<file path="config.mk">
export PLATFORM = sky130hd
export DESIGN_NAME = accumulator_fu
export DESIGN_NICKNAME = d
export VERILOG_FILES = /design/src/rtl/fu_pkg.sv /design/src/rtl/result_slot.sv /design/src/rtl/accumulator_fu.sv
export SDC_FILE = /design/constraint.sdc
export NUM_CORES = 1
export LEC_CHECK = 0
export CORE_AREA = 8 8 177 179
export CTS_CLUSTER_SIZE = 20
export DETAILED_ROUTE_END_ITERATION = 8
export DIE_AREA = 0 0 185 187
export GPL_ROUTABILITY_DRIVEN = 0
export PLACE_DENSITY = 0.62
export RECOVER_POWER = 50
export SLEW_MARGIN = 20
export SYNTH_ARGS = -nofsm -noshare
export SYNTH_HDL_FRONTEND = slang
export SYNTH_SLANG_ARGS = --single-unit
</file>
<file path="constraint.sdc">
create_clock -name clk -period 7.3 [get_ports clk]
set_clock_uncertainty 0.2 [all_clocks]
set_input_delay 1.46 -clock clk [delete_from_list [all_inputs] [get_ports clk]]
set_output_delay 1.46 -clock clk [all_outputs]
set_load 0.02 [all_outputs]
</file>
<file path="src/rtl/fu_pkg.sv">
// Shared definitions for the scalar FU family (multiplier, adder, accumulator).
package fu_pkg;
  localparam int FU_PROD_W = 64;
  localparam int FU_CNT_W  = 8;

  // Wide enough to sum 2^FU_CNT_W full-scale products without overflow.
  typedef logic [FU_PROD_W+FU_CNT_W-1:0] fu_acc_t;
endpackage

</file>
<file path="src/rtl/result_slot.sv">
// Single-entry result register with a valid/ready output handshake.
//
// Handshake: a result transfers on any rising edge where out_valid and
// out_ready are both high. While out_valid is high and out_ready is low,
// out_valid and out_data hold steady. out_data keeps its last value after
// a drain. A load on the same edge as a drain replaces the drained result.
module result_slot #(
  parameter int width = 72
) (
  input  logic             clk,
  input  logic             reset,
  input  logic             load,
  input  logic [width-1:0] load_data,
  input  logic             out_ready,
  output logic             out_valid,
  output logic [width-1:0] out_data,
  output logic             full
);

  // Load has priority over drain; the parent only asserts load when the
  // slot is empty or is draining on this edge.
  always_ff @(posedge clk or negedge reset) begin
    if (!reset) begin
      out_valid <= 1'b0;
      out_data  <= '0;
    end else if (load) begin
      out_valid <= 1'b1;
      out_data  <= load_data;
    end else if (out_valid && out_ready) begin
      out_valid <= 1'b0;
    end
  end

  assign full = out_valid;

endmodule

</file>
<file path="src/rtl/accumulator_fu.sv">
// Group accumulator behind the scalar multiplier: sums len products and
// presents each group sum through a one-entry valid/ready result slot.
// The input side never stalls; results that find the slot full are
// dropped and flagged through the sticky overrun output.
module accumulator_fu
  import fu_pkg::*;
#(
  parameter int in_width    = FU_PROD_W,
  parameter int count_width = FU_CNT_W,
  parameter int acc_width   = in_width + count_width
) (
  input  logic                   clk,
  input  logic                   reset,
  input  logic                   on_off,
  input  logic                   in_valid,
  input  logic [in_width-1:0]    in_data,
  input  logic [count_width-1:0] len,
  input  logic                   clear,
  output logic                   out_valid,
  input  logic                   out_ready,
  output logic [acc_width-1:0]   out_data,
  output logic                   busy,
  output logic                   overrun
);

  localparam logic [count_width-1:0] cnt_one = 1;

  logic [acc_width-1:0]   acc;
  logic [count_width-1:0] cnt;
  logic [count_width-1:0] len_q;

  logic                   accept;
  logic                   abort;
  logic [count_width-1:0] last;
  logic                   complete;
  logic [acc_width-1:0]   sum;
  logic                   slot_full;
  logic                   slot_load;
  logic [count_width-1:0] cnt_next;

  // Decode this cycle's accept/complete; len==0 wraps last to all-ones,
  // giving the 2^count_width group length.
  always_comb begin
    abort     = clear || !on_off;
    accept    = in_valid && !abort;
    last      = ((cnt == '0) ? len : len_q) - cnt_one;
    complete  = accept && (cnt == last);
    sum       = acc + {{(acc_width-in_width){1'b0}}, in_data};
    slot_load = complete && (!slot_full || out_ready);
    cnt_next  = cnt;
    if (abort || complete) begin
      cnt_next = '0;
    end else if (accept) begin
      cnt_next = cnt + cnt_one;
    end
  end

  // Accumulator, group counter, latched group length and busy flag.
  always_ff @(posedge clk or negedge reset) begin
    if (!reset) begin
      acc   <= '0;
      cnt   <= '0;
      len_q <= '0;
      busy  <= 1'b0;
    end else begin
      cnt  <= cnt_next;
      busy <= (cnt_next != '0);
      if (accept && (cnt == '0)) begin
        len_q <= len;
      end
      if (abort || complete) begin
        acc <= '0;
      end else if (accept) begin
        acc <= sum;
      end
    end
  end

  // Sticky loss flag: set when a finished group meets a full, stalled slot.
  always_ff @(posedge clk or negedge reset) begin
    if (!reset) begin
      overrun <= 1'b0;
    end else if (clear) begin
      overrun <= 1'b0;
    end else if (complete && slot_full && !out_ready) begin
      overrun <= 1'b1;
    end
  end

  result_slot #(
    .width(acc_width)
  ) u_slot (
    .clk       (clk),
    .reset     (reset),
    .load      (slot_load),
    .load_data (sum),
    .out_ready (out_ready),
    .out_valid (out_valid),
    .out_data  (out_data),
    .full      (slot_full)
  );

endmodule

</file>
==> results by stage <==
Timing:
- The final count of negative-setup-slack endpoints is 0.
- The worst path meets setup with 2.00 ns of slack.
- Timing would allow up to 0.189 GHz.
- The worst slack on hold paths is 0.267 ns.
- Subtracting the final worst setup slack from the clock period gives 5.30 ns.
- In the finished design, the share of the clock period the worst path needs comes to 0.726.
- Adding up every negative setup slack in the final design gives 0 ns.
- The count of endpoints failing hold in the final timing report is 0.
- The number of pins with negative max-slew slack in the final report came to 0.
- The slew at the pin closest to its max-slew limit is 0.996 ns.
- Setup repair after global routing left no endpoint under its margin.
- The worst slew slack as a fraction of its limit is 0.336.

Layout:
- The synthesis-to-finish area growth is 20.4%.
- The share of post-route cells with drive strength above 1 is 0.0652.
- The count of inserted antenna diode cells is 0.
- The library cells used most frequently in the layout, excluding fill and tap cells, are sky130_fd_sc_hd__nand2_1 (171), sky130_fd_sc_hd__dfrtp_1 (163), sky130_fd_sc_hd__o21ai_0 (108).
- The count of cells in the finished layout, fillers not included, comes to 1795.
- The most common cell after layout, fill and taps aside is sky130_fd_sc_hd__nand2_1.
- After routing the design area is 13500 µm².
- The total number of nets in the final design is 1544.

Setup path:
- The worst setup path is launched from an input pin.
- The worst setup path is captured at a flop.
- The startpoint of the most critical register-to-register path is cnt[1]$_DFF_PN0_.
- At the worst endpoint, the required time is 7.41 ns.
- The maximum fanout along the worst path is 9.
- The critical path is of the input pin to flop type.
- The worst endpoint data arrival time is 5.41 ns.
- The most critical setup path has its startpoint at in_data[0].

Synth:
- The average instance in the mapped netlist occupies 8.67 µm².
- In the post-synthesis netlist, the biggest area contributors are sky130_fd_sc_hd__dfrtp_1 (36%), sky130_fd_sc_hd__ha_1 (7.4%), sky130_fd_sc_hd__nand2_1 (5.7%).
- Synthesis instantiated 76 different standard cells from the library.
- The share of the Yosys chip area taken by registers is 0.362.
- The cell count after synthesis came out at 1298.
- The yosys synthesis warning count is 0.
- The synthesized design contains 163 register bits.
- The post-synthesis instance area is 11300 µm².
- In the synthesized netlist the async set-or-reset flop fraction comes to 1.00.
- In the synthesized netlist the dominant register cell turns out to be sky130_fd_sc_hd__dfrtp_1.
- The leading area contributor after synthesis is sky130_fd_sc_hd__dfrtp_1.
- The count of flip-flops with a built-in enable after synthesis is 0.
- The share of Yosys cell area claimed by the top area cell type is 0.362.
- The post-synthesis net count is 1444.

Drt:
- The remaining routing DRC violations is 0.
- The overall via count from detail_route is 9908.
- The routed design has 33000 µm of wire.
- The mean number of vias per cell is 5.52.
- For this run, the detailed router's first-pass iteration total came to 5.
- In the final routed layout, each cell accounts on average for 18.4 µm.
- The final antenna-violating net count is 0.
- The number of DRC violations after detailed-routing iteration 0 is 832.

Placed design:
- Summed over all nets, the half-perimeter wirelength after detailed placement is 24900 µm.
- The count of port buffers added during placement is 152.
- The setup slack after placement is 1.57 ns.
- Counting tap cells, the placed design contains a total of 1763 instances.
- The standard cell area after detailed placement is 13000 µm².

GRT:
- The number of antenna violations at the first check in global routing is 0.
- The via count of the first global-routing pass is 10030.
- For this run the aggregate overflow at the end of global routing stands at 0.
- In the global route stage, overall resource usage came out at 0.191.
- The first global-routing pass estimated 53500 µm of wire.
- Entering global routing, the biggest net connects 99 pins.

Clock network:
- The total setup buffers inserted after CTS is 0.
- The clock-pin slew reported for the worst setup and hold paths after clock tree synthesis is 0.07 ns.
- Gates resized during post-CTS repair numbered 0.
- The total clock sinks is 163.
- The number of buffers inserted for hold repair after clock tree synthesis is 0.
- The maximum root-to-sink buffer count is 2.
- Clock tree synthesis inserted a total of 17 buffers.
- TritonCTS built the clock tree.
- The cell at the root of the clock tree is sky130_fd_sc_hd__clkbuf_16.
- The clock reaches the later pin of the worst-skew pair after 0.43 ns.
- The H-tree generated during clock tree synthesis spans 4 levels.

Pwr:
- The total power density per cell area is 172 nW/µm².
- Across the VDD grid, the largest voltage drop is 0.101 mV.
- The cell leakage power is 6.35 nW.

Die:
- The floorplan step defined a die boundary enclosing 34600 µm².
- In this run the standard cell core region covers 28400 µm².
- From bottom edge to top edge, the die measures 187 µm.
- The floorplan has 62 rows.
- During I/O placement, the number of pins put on the boundary was 153.
- The floorplan step set the die width to 185 µm.
- The initial cell density of the core is 0.396.

Outcome:
- The flow ran to the end, and the final reports show no timing, DRC or antenna violations.

Flow run:
- Across the run, the number of max-cap violations was 0.

Hold path:
- In this run the worst hold path is classified as flop to flop.
- The worst hold path begins at u_slot.out_data[30]$_DFFE_PN0P_.
logic make-up (layout without fill, tap and decap cells):
family | after synthesis | after routing | share of synthesized area
buffers and inverters | 102 | 215 | 0.0367
xor gates and xnor gates | 80 | 80 | 0.0622
DFF | 163 | 163 | 0.362
AOI/OAI and AO/OA | 378 | 378 | 0.215
and+or+nand+nor | 436 | 436 | 0.181
muxes | 71 | 71 | 0.0667
adders and majority gates | 68 | 68 | 0.0763
power by group:
group | switching [mW] | internal (mW) | total, mW
Combinational | 0.299 | 0.205 | 0.505
Sequential | 0.0262 | 0.938 | 0.964
Clock | 0.415 | 0.444 | 0.860
worst paths after layout:
kind                                                   end  slack (ns)  cells after the start
max                                    acc[68]$_DFFE_PN0P_        2.00                     14
min                        u_slot.out_data[30]$_DFFE_PN0P_        0.27                      2
max reg2reg                            acc[66]$_DFFE_PN0P_        2.10                     16
min reg2reg                u_slot.out_data[30]$_DFFE_PN0P_        0.27                      2
max in group asynchronous  u_slot.out_data[31]$_DFFE_PN0P_        4.48                      2
min in group asynchronous  u_slot.out_data[44]$_DFFE_PN0P_        0.95                      1
Yosys cell counts, types with 22 or more instances:
| master | count |
|---|---|
| sky130_fd_sc_hd__o21ai_0 | 108 |
| sky130_fd_sc_hd__a21oi_1 | 103 |
| sky130_fd_sc_hd__nand3_1 | 35 |
| sky130_fd_sc_hd__nor3_1 | 27 |
| sky130_fd_sc_hd__nand2_1 | 172 |
| sky130_fd_sc_hd__mux2_2 | 32 |
| sky130_fd_sc_hd__xor2_1 | 33 |
| sky130_fd_sc_hd__xnor2_1 | 47 |
| sky130_fd_sc_hd__mux2i_1 | 39 |
| sky130_fd_sc_hd__clkbuf_1 | 54 |
| sky130_fd_sc_hd__nor2b_1 | 23 |
| sky130_fd_sc_hd__inv_1 | 22 |
| sky130_fd_sc_hd__a21o_1 | 43 |
| sky130_fd_sc_hd__nor2_1 | 95 |
| sky130_fd_sc_hd__ha_1 | 67 |
| sky130_fd_sc_hd__dfrtp_1 | 163 |
stage by stage:
stage | utilization | power [mW]
floorplan | - | 1.30
global route | 0.477 | 2.44
CTS | 0.477 | 2.35
finish | 0.477 | 2.33
detailed placement | 0.458 | 1.49
global placement | 0.458 | 1.48
critical path, cell delays in order:
cell and delay (ns):
sky130_fd_sc_hd__clkdlybuf4s50_1 0.46, sky130_fd_sc_hd__ha_1 0.19, sky130_fd_sc_hd__inv_1 0.07, sky130_fd_sc_hd__fa_1 0.41, sky130_fd_sc_hd__nand2b_1 0.19, sky130_fd_sc_hd__a21oi_1 0.35
sky130_fd_sc_hd__o21ai_0 0.37, sky130_fd_sc_hd__a211oi_1 0.56, sky130_fd_sc_hd__o211ai_1 0.19, sky130_fd_sc_hd__a21o_1 0.25, sky130_fd_sc_hd__a21o_1 0.19, sky130_fd_sc_hd__nand2_1 0.27
sky130_fd_sc_hd__nand3_1 0.13, sky130_fd_sc_hd__mux2_2 0.31
flip-flops by register name, summed over array words and instances (netlist names):
signal,flops
acc,72
u_slot.out_data,72
cnt,8
len_q,8
busy,1
overrun,1
u_slot.full,1
final cells by class:
| type | count | area, µm² |
|---|---|---|
| Clock inverter | 15 | 119 |
| Multi-Input combinational cell | 1033 | 6780 |
| Tap cell | 384 | 480 |
| Inverter | 24 | 90.1 |
| Timing Repair Buffer | 159 | 1570 |
| Sequential cell | 163 | 4080 |
| Fill cell | 2766 | 14800 |
| Clock buffer | 17 | 425 |
per-layer routing:
layer	track usage	routed length, µm	up-vias	part of all wire
met5	0	0	-	0
met4	0.0650	797	0	0.024
li1	-	-	4873	-
met2	0.305	15000	286	0.46
met3	0.0295	1680	51	0.051
met1	0.258	15400	4698	0.47
No activity file was read; power rests on OpenSTA's default activity.
==> edit 1: new RTL, config.mk and constraints unchanged <==
Set the package constant `FU_PROD_W` to 32 (it was 64).
--- a/src/rtl/fu_pkg.sv
+++ b/src/rtl/fu_pkg.sv
@@ -1,6 +1,6 @@
 // Shared definitions for the scalar FU family (multiplier, adder, accumulator).
 package fu_pkg;
-  localparam int FU_PROD_W = 64;
+  localparam int FU_PROD_W = 32;
   localparam int FU_CNT_W  = 8;
 
   // Wide enough to sum 2^FU_CNT_W full-scale products without overflow.
Ports: changed (resized in_data and out_data); port bits go from 153 to 89. The function was not compared with the original's and may differ.
==> edit 1 against the unedited design <==
- power is 43% lower
- count of clock-buffer cells in the layout is 5 lower
- largest power group unchanged
- critical path type unchanged
- cell area is 41% lower
- sequential power is 39% lower
- the run now ends with max-capacitance violations, max-slew violations left
- die area stayed put
- sequential cell count is 64 lower
- synthesized area is 43% lower
- setup slack better by 0.50 ns
- wire length is 47% lower
- utilization is 20 points lower
==> edit 1: results (changes against the unedited design) <==
Worst Path Arrival 4.83 ns (-0.58 ns); worst setup path startpoint in_valid; register area share after synthesis 38.4% (+2.2 points); first-pass GRT wire length 28100 um (-48%); outcome complete, but fails checks; reg2reg start cnt[0]; met2 GRT Util 16.0% (-15 points); Worst Reg2Reg Path Length in Cells 13 (-3); Max FO, Critical Path 39 (+30); PortBufs 88 (-42%); leakage 3.62 nW (-43%); flop-to-flop setup slack 2.66 ns (+0.56 ns); violated checks max-capacitance violations, max-slew violations; met3 WL 1010 um (-40%); H-tree depth 3 (-1); met1 wire length 8210 um (-47%); Max Cap Viol 1 (+1); RR Endpoint u_slot.out_data[37]; met2 WL post-DR 7930 um (-47%); wire per inst 15.6 um (-15%); Layout Cells excl Fill 1119 (-38%); Global Route Usage Sum 10.0% (-9.1 points); GR Util met1 13.1% (-13 points); Layout fillers 3010 (+8.8%); fin. max-slew vios 59 (+59); Regs by FF count acc: 40 flops, u_slot.out_data: 40 flops; Nets 812 (-47%); hold endpoint u_slot.out_data[36]; IR drop worst, VDD 0.0965 mV (-4.3%); DR iter-0 viols 322 (-61%)
-- edit 1: cell count changes in the layout (fill, tap and decap cells not counted), moves of 36 or more --
cell           change
nand2_1          -135
o21ai_0           -81
dfrtp_1           -64
a21oi_1           -61
nor2_1            -49
dlygate4sd3_1     -45
mux2i_1           -36
-- edit 1: cell families after synthesis --
logic type	synth area share [%]
XOR/XNOR	6.79
AO/OA/AOI/OAI	19.8
AND/OR/NAND/NOR	15.2
buffers and inverters	3.80
adder cells (fa/ha/maj)	7.10
multiplexers	8.85
flip-flops	38.4
-- edit 1: final cells by class --
| type | count | area (sq um) | share of cell area, % |
|---|---|---|---|
| Clock buffer | 12 | 236 | 2.97 |
| Clock inverter | 4 | 51.3 | 0.644 |
| Inverter | 22 | 82.6 | 1.04 |
| Multi-Input combinational cell | 507 | 3740 | 47.0 |
| Sequential cell | 99 | 2480 | 31.1 |
| Tap cell | 384 | 480 | 6.03 |
| Timing Repair Buffer | 91 | 897 | 11.3 |
-- edit 1: through the flow --
step / worst slack [ns] / cell area (sq um) / power (mW) / hold slack (ns)
floorplan: 2.99 / 6450 / 0.752 / 0.277
global placement: 1.99 / 7680 / 0.845 / 0.275
detailed placement: 2.18 / 7680 / 0.848 / 0.279
CTS: 2.55 / 7970 / 1.34 / 0.298
global route: 2.19 / 7970 / 1.39 / 0.320
finish: 2.50 / 7970 / 1.32 / 0.288
-- edit 1: power by group --
group          switching, mW  internal (mW)  leakage, nW  total, mW
combinational          0.135          0.108         2.13      0.244
clock                  0.218          0.267        0.137      0.485
sequential            0.0198          0.571         1.36      0.591
-- edit 1: critical path: stages --
cell and delay [ns]:
clkdlybuf4s50_1 0.81, and3b_1 0.50, nand2_1 0.09, a31oi_1 0.16, o221ai_1 0.13, or4_4 0.46, or4_4 0.82, mux2_4 0.39
==> edit 2: new RTL, config.mk and constraints unchanged <==
Made on the original files. Register the output `overrun` once more, with the module's reset; this adds one clock of latency there. The other outputs are not delayed to match.
--- a/src/rtl/accumulator_fu.sv
+++ b/src/rtl/accumulator_fu.sv
@@ -24,6 +24,8 @@
 );
 
   localparam logic [count_width-1:0] cnt_one = 1;
+
+  logic overrun_s0;
 
   logic [acc_width-1:0]   acc;
   logic [count_width-1:0] cnt;
@@ -79,11 +81,11 @@
   // Sticky loss flag: set when a finished group meets a full, stalled slot.
   always_ff @(posedge clk or negedge reset) begin
     if (!reset) begin
-      overrun <= 1'b0;
+      overrun_s0 <= 1'b0;
     end else if (clear) begin
-      overrun <= 1'b0;
+      overrun_s0 <= 1'b0;
     end else if (complete && slot_full && !out_ready) begin
-      overrun <= 1'b1;
+      overrun_s0 <= 1'b1;
     end
   end
 
@@ -100,5 +102,13 @@
     .full      (slot_full)
   );
 
+  always_ff @(posedge clk or negedge reset) begin
+    if (!reset) begin
+      overrun <= '0;
+    end else begin
+      overrun <= overrun_s0;
+    end
+  end
+
 endmodule
 
Check against the original RTL: not equivalent (Yosys sat finds a counterexample within 4 cycles, from zero or initial values and one cycle with reset low).
==> edit 2 against the unedited design <==
- the flow now finishes with violations (max-capacitance violations, max-slew violations)
- cell area grew 0.85%
- synthesized area grew 0.22%
- cell count is the same
- sequential cell count grew 1
- power grew 5.1%
- register-to-register slack is essentially flat
- critical path depth shrank 12
- wire length shrank 1.5%
- setup slack gained 0.046 ns
- die area is the same
- largest cell class unchanged
==> edit 2: results (changes against the unedited design) <==
Top delay family on crit path buffers and inverters; worst stage delay on the critical path 2.59 ns (+2.03 ns); largest cells by area after synthesis dfrtp_1 36%, ha_1 7.4%, nand2_1 5.7%; register area share after synthesis 36.4% (+0.14 points); Setup WS pre-CTS 1.59 ns (+0.0250 ns); leakage 6.30 nW (-0.87%); Global Route Usage Sum 19.1% (about the same); violated checks max-capacitance violations, max-slew violations; met2 WL post-DR 15000 um (-0.26%); Pre-antenna DRT Iters 5 (unchanged); Pwr Total 2.45 mW (+5.1%); Worst Path Arrival 4.76 ns (-0.65 ns); Synthesis Warnings 0 (unchanged); Min-Delay Path Class reg -> reg; top sig layer met4; post-synthesis cell type count 76 (unchanged); Synth Area per Inst 8.68 sq um (+0.15%); post-placement cell count 1764 (+0.057%); vias per cell 5.58 (+1.0%); Max FO, Critical Path 97 (+88); first-pass GRT wire length 54000 um (+0.94%); PostCTS Resize Cnt 0 (unchanged); Rel. slew slack -141% (-170 points); root buf cell clkbuf_16; met3 WL 1950 um (+16%); PortBufs 152 (unchanged); initial antenna violation count 0 (unchanged); Max Cap Viol 1 (+1); top post-synthesis cells by count 172 x nand2_1, 164 x dfrtp_1, 108 x o21ai_0; layout cells sized above 1 6.24% (-0.28 points); Post-DP HPWL 24500 um (-1.5%); syn_nets 1445 (+0.069%); wire per inst 18.1 um (-1.5%); slowest CP cell clkbuf_1; number of global-route vias before repair 10200 (+1.6%); largest net degree at the start of global routing 98 (-1.0%); Reg clk slew, reported paths 0.07 ns (about the same); DP Area 13000 sq um (+0.29%); Sw Pwr 712 uW (-3.9%); Seq group 971 uW (+0.7%); outcome complete, but fails checks; Nets 1545 (+0.065%); DR iter-0 viols 686 (-18%); met2 GRT Util 31.0% (+0.47 points); Regs by FF count acc: 72 flops, u_slot.out_data: 72 flops; Max clock buf depth 2 (unchanged); clk_lat worst skew about 0.44 ns; met1 wire length 15000 um (-2.9%); fin. max-slew vios 69 (+69); # Post-CTS Setup Buffers 0 (unchanged); Total Wirelength 32500 um (-1.5%); total CTS buffers 17 (unchanged); diode count 0 (unchanged); Post-synth ARST share 100% (unchanged); most used flip-flop cell after synthesis dfrtp_1; H-tree depth 4 (unchanged); Gate power share 20.5% (-1.2 points); IR drop worst, VDD 0.134 mV (+32%); GR Util met1 25.4% (-0.34 points); global-route met3 utilization 3.63% (+0.68 points)
edit 2: area by class of cell:
class / count / area, sq um
Sequential cell: 164 / 4100
Inverter: 24 / 90.1
Timing Repair Buffer: 159 / 1580
Clock inverter: 11 / 176
Multi-Input combinational cell: 1033 / 6790
Clock buffer: 20 / 447
Fill cell: 2783 / 14700
Tap cell: 384 / 480
edit 2: worst paths after layout:
path	slack, ns	start	end	cells after the start
max	2.05	reset	len_q[1]	2
min	0.19	overrun_s0	overrun	0
max reg2reg	2.10	cnt[1]	acc[62]	16
min reg2reg	0.19	overrun_s0	overrun	0
max in group clk	2.05	in_data[0]	acc[68]	14
min in group asynchronous	0.89	reset	u_slot.out_data[42]	1
edit 2: cell families (layout without fill, tap and decap cells):
group	after synthesis	after routing	share of synthesized area (%)
AO/OA/AOI/OAI	378	378	21.5
adder cells (fa/ha/maj)	68	68	7.61
XOR/XNOR	80	80	6.21
flip-flops	164	164	36.4
buffers and inverters	102	214	3.66
AND/OR/NAND/NOR	436	436	18.0
multiplexers	71	71	6.65
